--- src/rtl/fir_decimator.sv ---
// Block-averaging decimator behind the PIG FIR low-pass filter.
// Averages 2^k valid samples per frame with round-half-up; error-hit frames are dropped and counted.
module fir_decimator #(
    parameter int IN_W     = 18,
    parameter int MAX_LOG2 = 8,
    parameter int CNT_W    = 16
) (
    input  logic                   i_clk,
    input  logic                   i_rst,
    input  logic signed [IN_W-1:0] i_data,
    input  logic                   i_valid,
    input  logic [1:0]             i_err,
    input  logic [3:0]             i_dec_log2,
    input  logic                   i_clear,
    output logic signed [IN_W-1:0] o_data,
    output logic                   o_valid,
    output logic                   o_drop,
    output logic [CNT_W-1:0]       o_drop_cnt
);

    localparam int         ACC_W  = IN_W + MAX_LOG2;
    localparam int         SCNT_W = MAX_LOG2 + 1;
    localparam logic [3:0] MAX_K  = 4'(MAX_LOG2);

    typedef enum logic [1:0] {S_IDLE, S_ACC, S_DISCARD} state_t;

    state_t                   state_q, state_d;
    logic signed [ACC_W-1:0]  acc_q, acc_d;
    logic [SCNT_W-1:0]        cnt_q, cnt_d;
    logic [3:0]               k_q, k_d;
    logic signed [IN_W-1:0]   o_data_q, o_data_d;
    logic                     o_valid_q, o_valid_d;
    logic                     o_drop_q, o_drop_d;
    logic [CNT_W-1:0]         drop_cnt_q, drop_cnt_d;

    logic                     frame_open;
    logic [3:0]               k_eff;
    logic signed [ACC_W-1:0]  data_ext, acc_base, sum, round_add, rounded;
    logic [SCNT_W-1:0]        cnt_base, cnt_inc;
    logic                     frame_done;

    // A sample outside an open frame (idle or discard cycle) starts a new frame from zero.
    always_comb begin
        frame_open = (state_q == S_ACC);
        k_eff      = frame_open ? k_q : ((i_dec_log2 > MAX_K) ? MAX_K : i_dec_log2);
        acc_base   = frame_open ? acc_q : '0;
        cnt_base   = frame_open ? cnt_q : '0;
        data_ext   = {{MAX_LOG2{i_data[IN_W-1]}}, i_data};
        sum        = acc_base + data_ext;
        cnt_inc    = cnt_base + SCNT_W'(1);
        round_add  = (k_eff == 4'd0) ? '0 : (ACC_W'(1) << (k_eff - 4'd1));
        rounded    = (sum + round_add) >>> k_eff;
        frame_done = (cnt_inc == (SCNT_W'(1) << k_eff));
    end

    always_comb begin
        // NOTE: every signal gets a default first so no path can infer a latch.
        state_d    = state_q;
        acc_d      = acc_q;
        cnt_d      = cnt_q;
        k_d        = k_q;
        o_data_d   = o_data_q;
        o_valid_d  = 1'b0;
        o_drop_d   = 1'b0;
        drop_cnt_d = drop_cnt_q;

        if (i_clear) begin
            state_d = S_IDLE;
            acc_d   = '0;
            cnt_d   = '0;
        end else begin
            if (state_q == S_DISCARD) begin
                state_d = S_IDLE;
                acc_d   = '0;
                cnt_d   = '0;
            end
            if (i_valid) begin
                if (i_err == 2'b00) begin
                    k_d = k_eff;
                    if (frame_done) begin
                        o_data_d  = IN_W'(rounded);
                        o_valid_d = 1'b1;
                        state_d   = S_IDLE;
                        acc_d     = '0;
                        cnt_d     = '0;
                    end else begin
                        acc_d   = sum;
                        cnt_d   = cnt_inc;
                        state_d = S_ACC;
                    end
                end else begin
                    o_drop_d = 1'b1;
                    if (~&drop_cnt_q) drop_cnt_d = drop_cnt_q + CNT_W'(1);
                    acc_d    = '0;
                    cnt_d    = '0;
                    state_d  = frame_open ? S_DISCARD : S_IDLE;
                end
            end
        end
    end

    always_ff @(posedge i_clk) begin
        // NOTE: non-blocking assignments so every flop samples pre-edge values.
        if (i_rst) begin
            state_q    <= S_IDLE;
            acc_q      <= '0;
            cnt_q      <= '0;
            k_q        <= '0;
            o_data_q   <= '0;
            o_valid_q  <= 1'b0;
            o_drop_q   <= 1'b0;
            drop_cnt_q <= '0;
        end else begin
            state_q    <= state_d;
            acc_q      <= acc_d;
            cnt_q      <= cnt_d;
            k_q        <= k_d;
            o_data_q   <= o_data_d;
            o_valid_q  <= o_valid_d;
            o_drop_q   <= o_drop_d;
            drop_cnt_q <= drop_cnt_d;
        end
    end

    assign o_data     = o_data_q;
    assign o_valid    = o_valid_q;
    assign o_drop     = o_drop_q;
    assign o_drop_cnt = drop_cnt_q;

endmodule

--- config.mk ---
export PLATFORM = sky130hd
export DESIGN_NAME = fir_decimator
export DESIGN_NICKNAME = d
export VERILOG_FILES = /design/src/rtl/fir_decimator.sv
export SDC_FILE = /design/constraint.sdc
export NUM_CORES = 1
export LEC_CHECK = 0
export ABC_CLOCK_PERIOD_IN_PS = 5600
export CAP_MARGIN = 10
export CORE_MARGIN = 4
export CORE_UTILIZATION = 30
export CTS_BUF_LIST = sky130_fd_sc_hd__clkbuf_4
export DETAILED_ROUTE_END_ITERATION = 8
export PLACE_DENSITY = 0.45
export SLEW_MARGIN = 20
export SYNTH_ARGS = -nofsm -noshare
export SYNTH_HDL_FRONTEND = slang
export SYNTH_SLANG_ARGS = --single-unit
--- constraint.sdc ---
create_clock -name i_clk -period 5.6 [get_ports i_clk]
set_clock_uncertainty 0.1 [all_clocks]
set_input_delay 1.12 -clock i_clk [delete_from_list [all_inputs] [get_ports i_clk]]
set_output_delay 1.12 -clock i_clk [all_outputs]
set_load 0.01 [all_outputs]
**Yosys cells after proc, flatten, opt, wreduce, memory -nomap -nowiden**

Cells that the tools add are included.
W data, S select, Z words.

- Shift operators: 3
- Bitwise operators: 4
- Reduce and logical (&&, ||, !) cells: 10
- $lt $le $gt $ge: 1
- Eq/ne operators: 3
- Mux-type cells: 20
- Add/sub/neg operators: 5

Operator list:

| cell | count |
|---|---|
| $mux W26 | 6 |
| $mux W9 | 5 |
| $add A26 B18 Y26 | 1 |
| $add A26 B26 Y26 | 1 |
| $shl A1 B4 Y26 const A | 1 |
| $sshr A26 B4 Y18 | 1 |
| $add A16 B1 Y16 const B | 1 |
| $reduce_and A16 Y1 | 1 |
| $add A9 B1 Y9 const B | 1 |
| $eq A9 B9 Y1 | 1 |
| $shl A1 B4 Y9 const A | 1 |
| $mux W2 | 4 |
| $mux W4 | 2 |
| $reduce_and A4 Y1 | 2 |
| $gt A4 B4 Y1 const B | 1 |
| $logic_not A4 Y1 | 1 |
| $not A1 Y1 | 4 |
| $reduce_or A4 Y1 | 1 |
| $sub A4 B1 Y4 const B | 1 |
| $mux W1 | 3 |
| $reduce_and A3 Y1 | 1 |
| $reduce_or A3 Y1 | 1 |
| $eq A2 B1 Y1 const B | 1 |
| $eq A2 B2 Y1 const B | 1 |
| other kinds (3) | 3 |

- Flip-flop bits (word level): 77

**Longest topological paths before layout**

Gate-level depths: netlist (run 1).

- Depth after elaboration: 8
- Depth in mapped cells: 26

**Worst setup path before layout (run 1)**

Ideal clock, no wire load.

- Path type: reg-to-reg
- Start: register state_q[0]
- End: register o_data_q[17], in the netlist o_data[17]
- Path buffers: 3
- Cell stages (with the launch flop): 23
- Arrival: 5.399 ns
- Required time: 5.374 ns
- Path slack: -0.026 ns
- Cells stage by stage: dfxtp_1 > nor2b_1 > buf_2 > clkbuf_1 > clkbuf_1 > and2_1 > ha_1 > inv_1 > fa_1 > nand2b_1 > a2111oi_4 > nor2_1 > xnor2_1 > ha_1 > nand3_1 > or4_1 > nand3_1 > nand3_1 > nor3_2 > mux2_1 > o311a_1 > o41ai_1 > a21oi_1

- Word-level cells in the longest chain between the ends: 7

RTL lines:

| what | RTL line | source |
|---|---|---|
| from (decl) | 27 | `state_t state_q, state_d;` |
| from (signal assigned) | 114 | `state_q <= state_d;` |
| $eq A2 B1 Y1 (*) | 44 | `frame_open = (state_q == S_ACC);` |
| branches (longest 6 deep; another with $add A26 B18 Y26) | -- |  |
| to (signal assigned) | 118 | `o_data_q <= o_data_d;` |
| to (decl) | 31 | `logic signed [IN_W-1:0] o_data_q, o_data_d;` |

Mark *: on every way between the ends.
A chain may end at the register's enable or synchronous reset.

**Final worst setup path (run 1)**

- Start: input port i_data[0]
- End: register o_data_q[17], in the netlist o_data[17]

- Word-level cells in the longest chain between the ends: 3

RTL lines:

| what | RTL line | source |
|---|---|---|
| from (decl) | 10 | `input logic signed [IN_W-1:0] i_data,` |
| $add A26 B18 Y26 | 49 | `sum = acc_base + data_ext;` |
| $add A26 B26 Y26 | 52 | `rounded = (sum + round_add) >>> k_eff;` |
| $sshr A26 B4 Y18 | 52 |  |

No other way between the ends.

==> results of run 1 <==
## cells in the mapped netlist (13+ instances only)
cell type  instances
nor2_1           129
nand2_1           99
dfxtp_1           77
a21oi_1           55
o21ai_0           50
ha_1              43
xnor2_1           33
a22oi_1           32
nand3_1           32
and2_1            29
clkbuf_1          29
nor3_1            26
o211ai_1          23
xor2_1            21
inv_1             20
mux2i_1           20
a211oi_1          18
buf_2             15
nor2b_1           15
or3_1             14
a31oi_1           13
## sequential cells by signal, indices dropped and copies added (netlist names)
signal	flops
state_q	2
cnt_q	9
k_q	4
o_data	18
o_valid	1
acc_q	26
o_drop_cnt	16
o_drop	1
## tightest hold or removal path, stage by stage, from the launching register on
cell and delay, ns:
dfxtp_1 0.34, nand2_1 0.05, nand2_1 0.04
## stage by stage
step	worst slack (ns)	util	instance area [sq um]
2_1_floorplan	0.04103	-	7427
6_report	0.2156	0.4064	9883
3_3_place_gp	-0.3721	0.3954	9617
4_1_cts	0.1143	0.4008	9748
3_5_place_dp	-0.4167	0.3954	9617
5_1_grt	0.009960	0.4064	9883
## metal layers
metal | share of wire | vias to the layer above | routed length (um) | GRT usage
met1 | 0.47 | 3814 | 12100 | 0.2563
met4 | 0.013 | 0 | 323 | 0.04087
li1 | - | 4117 | - | -
met2 | 0.48 | 161 | 12350 | 0.3268
met3 | 0.039 | 21 | 1015 | 0.02581
met5 | 0 | - | 0 | 0
## report_power, final
group          internal [W]  switching, W
Sequential         0.000554    0.00000416
Combinational      0.000189      0.000244
Clock              0.000102      0.000279
## layout make-up
type,count,area share
Timing Repair Buffer,246,0.2041
Multi-Input combinational cell,848,0.5770
Inverter,20,0.007596
Clock inverter,7,0.006457
Antenna cell,4,0.001013
Clock buffer,9,0.006836
Sequential cell,77,0.1560
Tap cell,324,0.04102
## worst paths after layout
kind / from / end / slack (ns) / depth (start not counted)
hold / removal: o_data[6] / o_data[6] / 0.35 / 2
hold reg to reg: o_data[6] / o_data[6] / 0.35 / 2
setup reg to reg: state_q[0] / o_data[17] / 0.41 / 21
setup / recovery: i_data[0] / o_data[17] / 0.22 / 19
## what timing repair did
| action | in CTS | in global routing |
|---|---|---|
| buffers inserted | 0 | 2 |
| resized for setup | 0 | 22 |
| endpoints found under the hold margin | 0 | 0 |
| setup endpoints to repair | 0 | 17 |
## cell families (layout without fill, tap and decap cells)
logic type | count (synthesis) | count (layout) | synth area share
simple gates | 420 | 420 | 0.2817
compound gates | 304 | 304 | 0.2913
flops | 77 | 77 | 0.2076
buf+inv | 74 | 282 | 0.04347
xor+xnor | 54 | 54 | 0.06369
fa+ha+maj | 45 | 45 | 0.07784
mux | 24 | 24 | 0.03387
other cells | 1 | 5 | 0.0005050
==> qor.csv, run 1 <==
metric,value,unit
run_status,finished clean,
fin_crit_sh,0.9615,
hold-worst-slack,0.3508,ns
critPathCaptureType,flop,
clockBufferDepth,2,
final_hold_viol_count,0,
io_buffer_count,63,
syn_avg_cell_area,7.433,sq um
ys_seq_area_frac,0.2076,
die_area,27330,sq um
numCtsBuffers,9,
setup_violations,0,
synthArstFlopShare,0,
yosysTopAreaCellShare,0.2076,
initial_core_util,0.3053,
fin_crit,5.384,ns
tightest_slew,0.8690,ns
layout.nets,1275,
multi_input_area,5703,sq um
hold_buffers,0,
core,24320,sq um
crit_chain,clkdlybuf4s50_1 -> ha_1 -> inv_1 -> fa_1 -> nand2b_4 -> a2111oi_4 -> nor2_2 -> xnor2_1 -> ha_1 -> nand3_1 -> buf_4 -> or4_4 -> nand3_2 -> nand3_2 -> nor3_2 -> mux2_4 -> o311a_1 -> o41ai_2 -> a21oi_1,
antenna_found_initial,2,
layout_common_cells,"182 x buf_4, 128 x nor2_1, 99 x nand2_1",
io_pins,64,
place_congestion,0.8609,
grt_use_total,0.1908,
leakage,3.977,nW
first_pass_iters,5,
crit_path_top_delay_cell,or4_4,
final_common_cell,buf_4,
vdd_ir_drop_max,0.00007965,V
syn_area,7426,sq um
die_h,165.3,um
drv_slew,0,
crit_family,simple AND/OR/NAND/NOR gates,
final.fill_count,2546,
place_inst,1513,
path_buf_inv,3,
ys_warn_count,0,
first_iter_violations,513,
cts_sinks,77,
cts_tree,built,
cts-htree-levels,3,
grt_max_degree,38,
slowest_delay,0.52,ns
max_freq,185.7,MHz
area_growth_syn_to_layout,33.09,%
ff_latch_area,1541,sq um
cp-start-kind,primary input,
ys.flop_type,dfxtp_1,
crit_type,in -> reg,
cts.clk_slew.worst_paths,0.17,ns
power,0.001372,W
grt_pass1_wl,41790,um
grt_pass1_vias,7953,
crit_required,5.91,ns
rsz0062_at_grt,no,
fin_tns_setup,0,ns
hold_class,reg -> reg,
crit_arrival,5.69,ns
drive_gt1_frac,0.2138,
wl_per_cell,16.80,um
vias_per_cell,5.285,
synth-edff-count,0,
dr_total_vias,8113,
syn_inst,999,
pwr_density_cell,138.8,nW/um^2
fp.dieW,165.3,um
drc,0,
rows,57,
final_cells,1535,
slew_headroom,0.4207,
routed_wl,25790,um
clock_latency,0.51,ns
maxCapViolations,0,
critical_path_peak_fanout,3,
synthTopCellsByArea,"dfxtp_1 21%, ha_1 7.2%, nor2_1 6.5%",
hpwl,19980,um
cts-root-buf,clkbuf_4,
postRouteAntennaNets,0,
ys_seq_elements,77,
synth_nets,1072,
yosys.area.top_type,dfxtp_1,
yosysUniqueCellTypes,90,
grt.overflow.total,0,
Power figures use the tool's default switching activity.
==> run 2: changes to the inputs <==
--- a/config.mk
+++ b/config.mk
@@ -10,7 +10,9 @@
 export CORE_MARGIN = 4
 export CORE_UTILIZATION = 30
 export CTS_BUF_LIST = sky130_fd_sc_hd__clkbuf_4
+export CTS_CLUSTER_DIAMETER = 100
 export DETAILED_ROUTE_END_ITERATION = 8
+export GPL_ROUTABILITY_DRIVEN = 1
 export PLACE_DENSITY = 0.45
 export SLEW_MARGIN = 20
 export SYNTH_ARGS = -nofsm -noshare
==> results of run 2 <==
Same layout as run 1: the final DEF is identical, and so are final timing and power.
==> run 3: changes to the inputs <==
--- a/config.mk
+++ b/config.mk
@@ -8,12 +8,12 @@
 export ABC_CLOCK_PERIOD_IN_PS = 5600
 export CAP_MARGIN = 10
 export CORE_MARGIN = 4
-export CORE_UTILIZATION = 30
+export CORE_UTILIZATION = 55
 export CTS_BUF_LIST = sky130_fd_sc_hd__clkbuf_4
 export CTS_CLUSTER_DIAMETER = 100
 export DETAILED_ROUTE_END_ITERATION = 8
 export GPL_ROUTABILITY_DRIVEN = 1
-export PLACE_DENSITY = 0.45
+export PLACE_DENSITY = 0.75
 export SLEW_MARGIN = 20
 export SYNTH_ARGS = -nofsm -noshare
 export SYNTH_HDL_FRONTEND = slang
==> qor.csv, run 3 (synthesized netlist as in run 1, its figures left out) <==
metric,value,unit,change
drc,0,,unchanged
antenna_found_initial,0,,-2
pwr-share-clk,0.320,,+0.042
clockBufferDepth,2,,unchanged
cp_common_cell,nand3_2,,
path_depth,20,,+1
holdPathStages,2,,unchanged
fin_util,0.7177,,+0.3113
layout.nets,1235,,-3.1%
die_h,124.2,um,-25%
fp.dieW,124.2,um,-25%
top_register,acc_q,,
first_pass_iters,6,,+1
met2WireLength,10860,um,-12%
dr_total_vias,8249,,+1.7%
grt_pass1_wl,38010,um,-9.0%
power_frac_comb,0.292,,-0.024
antennaDiodeCount,0,,-4
cts_tree,built,,
fin_tns_setup,0,ns,unchanged
rows,42,,-26%
crit_chain,clkdlybuf4s50_1 -> ha_1 -> inv_1 -> fa_2 -> nand2b_4 -> a2111oi_4 -> nor2_2 -> xnor2_1 -> ha_1 -> nand3_2 -> nor3b_2 -> nor3_2 -> or2_2 -> nand3_2 -> nand3_2 -> nor3_4 -> mux2_4 -> o311a_4 -> o41ai_2 -> a21oi_1,,
crit_arrival,5.65,ns,-0.04 ns
cts.clk_slew.worst_paths,0.13,ns,-0.04 ns
seqPwrFrac,0.388,,-0.019
max_freq,186.0,MHz,+0.17%
top_layer_used,met4,,
io_pins,64,,unchanged
core,13240,sq um,-46%
switching_share,0.3311,,-0.05293
postRouteAntennaNets,0,,unchanged
first_iter_violations,796,,+55%
place_area,9124,sq um,-5.1%
wl_per_cell,17.35,um,+3.3%
hpwl,17810,um,-11%
leakage,3.841,nW,-3.4%
grt.overflow.total,0,,unchanged
layout_common_cells,"142 x buf_4, 128 x nor2_1, 99 x nand2_1",,
reg2reg_depth,19,,-9.5%
routed_wl,23300,um,-9.7%
drv_slew,0,,unchanged
setup_violations,0,,unchanged
run_status,finished clean,,
final_hold_viol_count,0,,unchanged
crit_path_top_delay_cell,clkdlybuf4s50_1,,
clock_latency,0.49,ns,-0.02 ns
critical_path_peak_fanout,4,,+1
place_congestion,0.9378,,+8.9%
hold_buffers,0,,unchanged
maxCapViolations,0,,unchanged
pwr_density_cell,151.3,nW/um^2,+9.0%
numCtsBuffers,9,,unchanged
cts-root-buf,clkbuf_4,,
final_cells,1343,,-13%
crit_required,5.87,ns,-0.04 ns
drt-met1-wl,10100,um,-17%
slew_headroom,0.4345,,+0.01380
cp-start-kind,primary input,,
hold_class,reg -> reg,,
layout_setup_ws,0.2246,ns,+0.009003 ns
slowest_delay,0.46,ns,-0.06 ns
grt_use_total,0.3076,,+0.1169
critPathCaptureType,flop,,
place_inst,1324,,-12%
path_buf_inv,2,,-1
grt_max_degree,40,,+5.3%
drive_gt1_frac,0.1928,,-0.02095
internal_power,0.0009616,W,+14%
io_buffer_count,63,,unchanged
final_area,9504,sq um,-3.8%
crit_type,in -> reg,,
route.met3.wl,1634,um,+61%
tightest_slew,0.8483,ns,-0.02069 ns
preCtsSetupSlack,-0.2827,ns,+0.1340 ns
fin_crit_sh,0.9599,,-0.001608
fin_crit,5.375,ns,-0.009003 ns
vdd_ir_drop_max,0.0001588,V,+99%
die_area,15420,sq um,-44%
final_common_cell,buf_4,,
largest_reg_flops,26,,unchanged
area_growth_syn_to_layout,27.99,%,
power_switching,0.0004760,W,-9.7%
cts_sinks,77,,unchanged
crit_family,simple AND/OR/NAND/NOR gates,,
grt_pass1_vias,7940,,-0.16%
initial_core_util,0.5608,,+0.2554
cts-htree-levels,3,,unchanged
vias_per_cell,6.142,,+16%
[run 3: changes by cell type in the layout (fill, tap and decap cells not counted), moves of 3 or more]
cell / previous run / this run
buf_4: 182 / 142
o31ai_2: 0 / 3
bufinv_16: 0 / 3
o21ai_1: 12 / 16
o31ai_1: 8 / 5
diode_2: 4 / 0
o21ai_0: 49 / 46
[run 3: worst paths after layout]
path	start	to	slack [ns]
max	i_data[0]	o_data[17]	0.22
min	o_data[6]	o_data[6]	0.36
max reg2reg	state_q[0]	o_data[17]	0.46
min reg2reg	o_data[6]	o_data[6]	0.36
[run 3: what timing repair did]
action,in CTS,in global routing
hold endpoints to repair,0,0
gates resized for setup,0,34
buffers inserted,0,3
setup endpoints to repair,0,17
[run 3: routing by layer]
| metal | global-route usage | vias up |
|---|---|---|
| met4 | 0.1157 | 0 |
| li1 | - | 4045 |
| met2 | 0.5142 | 309 |
| met1 | 0.4009 | 3828 |
| met3 | 0.04541 | 67 |
| met5 | 0 | - |
[run 3: metrics by stage]
step	hold WS, ns	total power (W)
global placement	0.3249	0.0009645
global route	0.3918	0.001500
CTS	0.3685	0.001424
floorplan	0.3455	0.0008097
finish	0.3639	0.001438
detailed placement	0.3444	0.0009678
[run 3: worst min-delay path, cell delays in order, from the launching register on]
cell and delay [ns]:
dfxtp_1 0.34, nand2_1 0.05, nand2_1 0.04
[run 3: area by class of cell]
cell class | count | area (sq um)
Multi-Input combinational cell | 848 | 5762
Fill cell | 1124 | 3739
Timing Repair Buffer | 206 | 1717
Sequential cell | 77 | 1541
Tap cell | 176 | 220.2
Clock inverter | 7 | 121.4
Inverter | 20 | 75.07
Clock buffer | 9 | 67.56
[run 3: power by group through the flow]
stage / clock network, W / registers, W / logic [W]
detailed placement: 0 / 0.000569 / 0.000399
floorplan: 0 / 0.000569 / 0.000241
CTS: 0.000466 / 0.000557 / 0.000401
global placement: 0 / 0.000569 / 0.000395
global route: 0.000485 / 0.000558 / 0.000457
finish: 0.000460 / 0.000557 / 0.000420
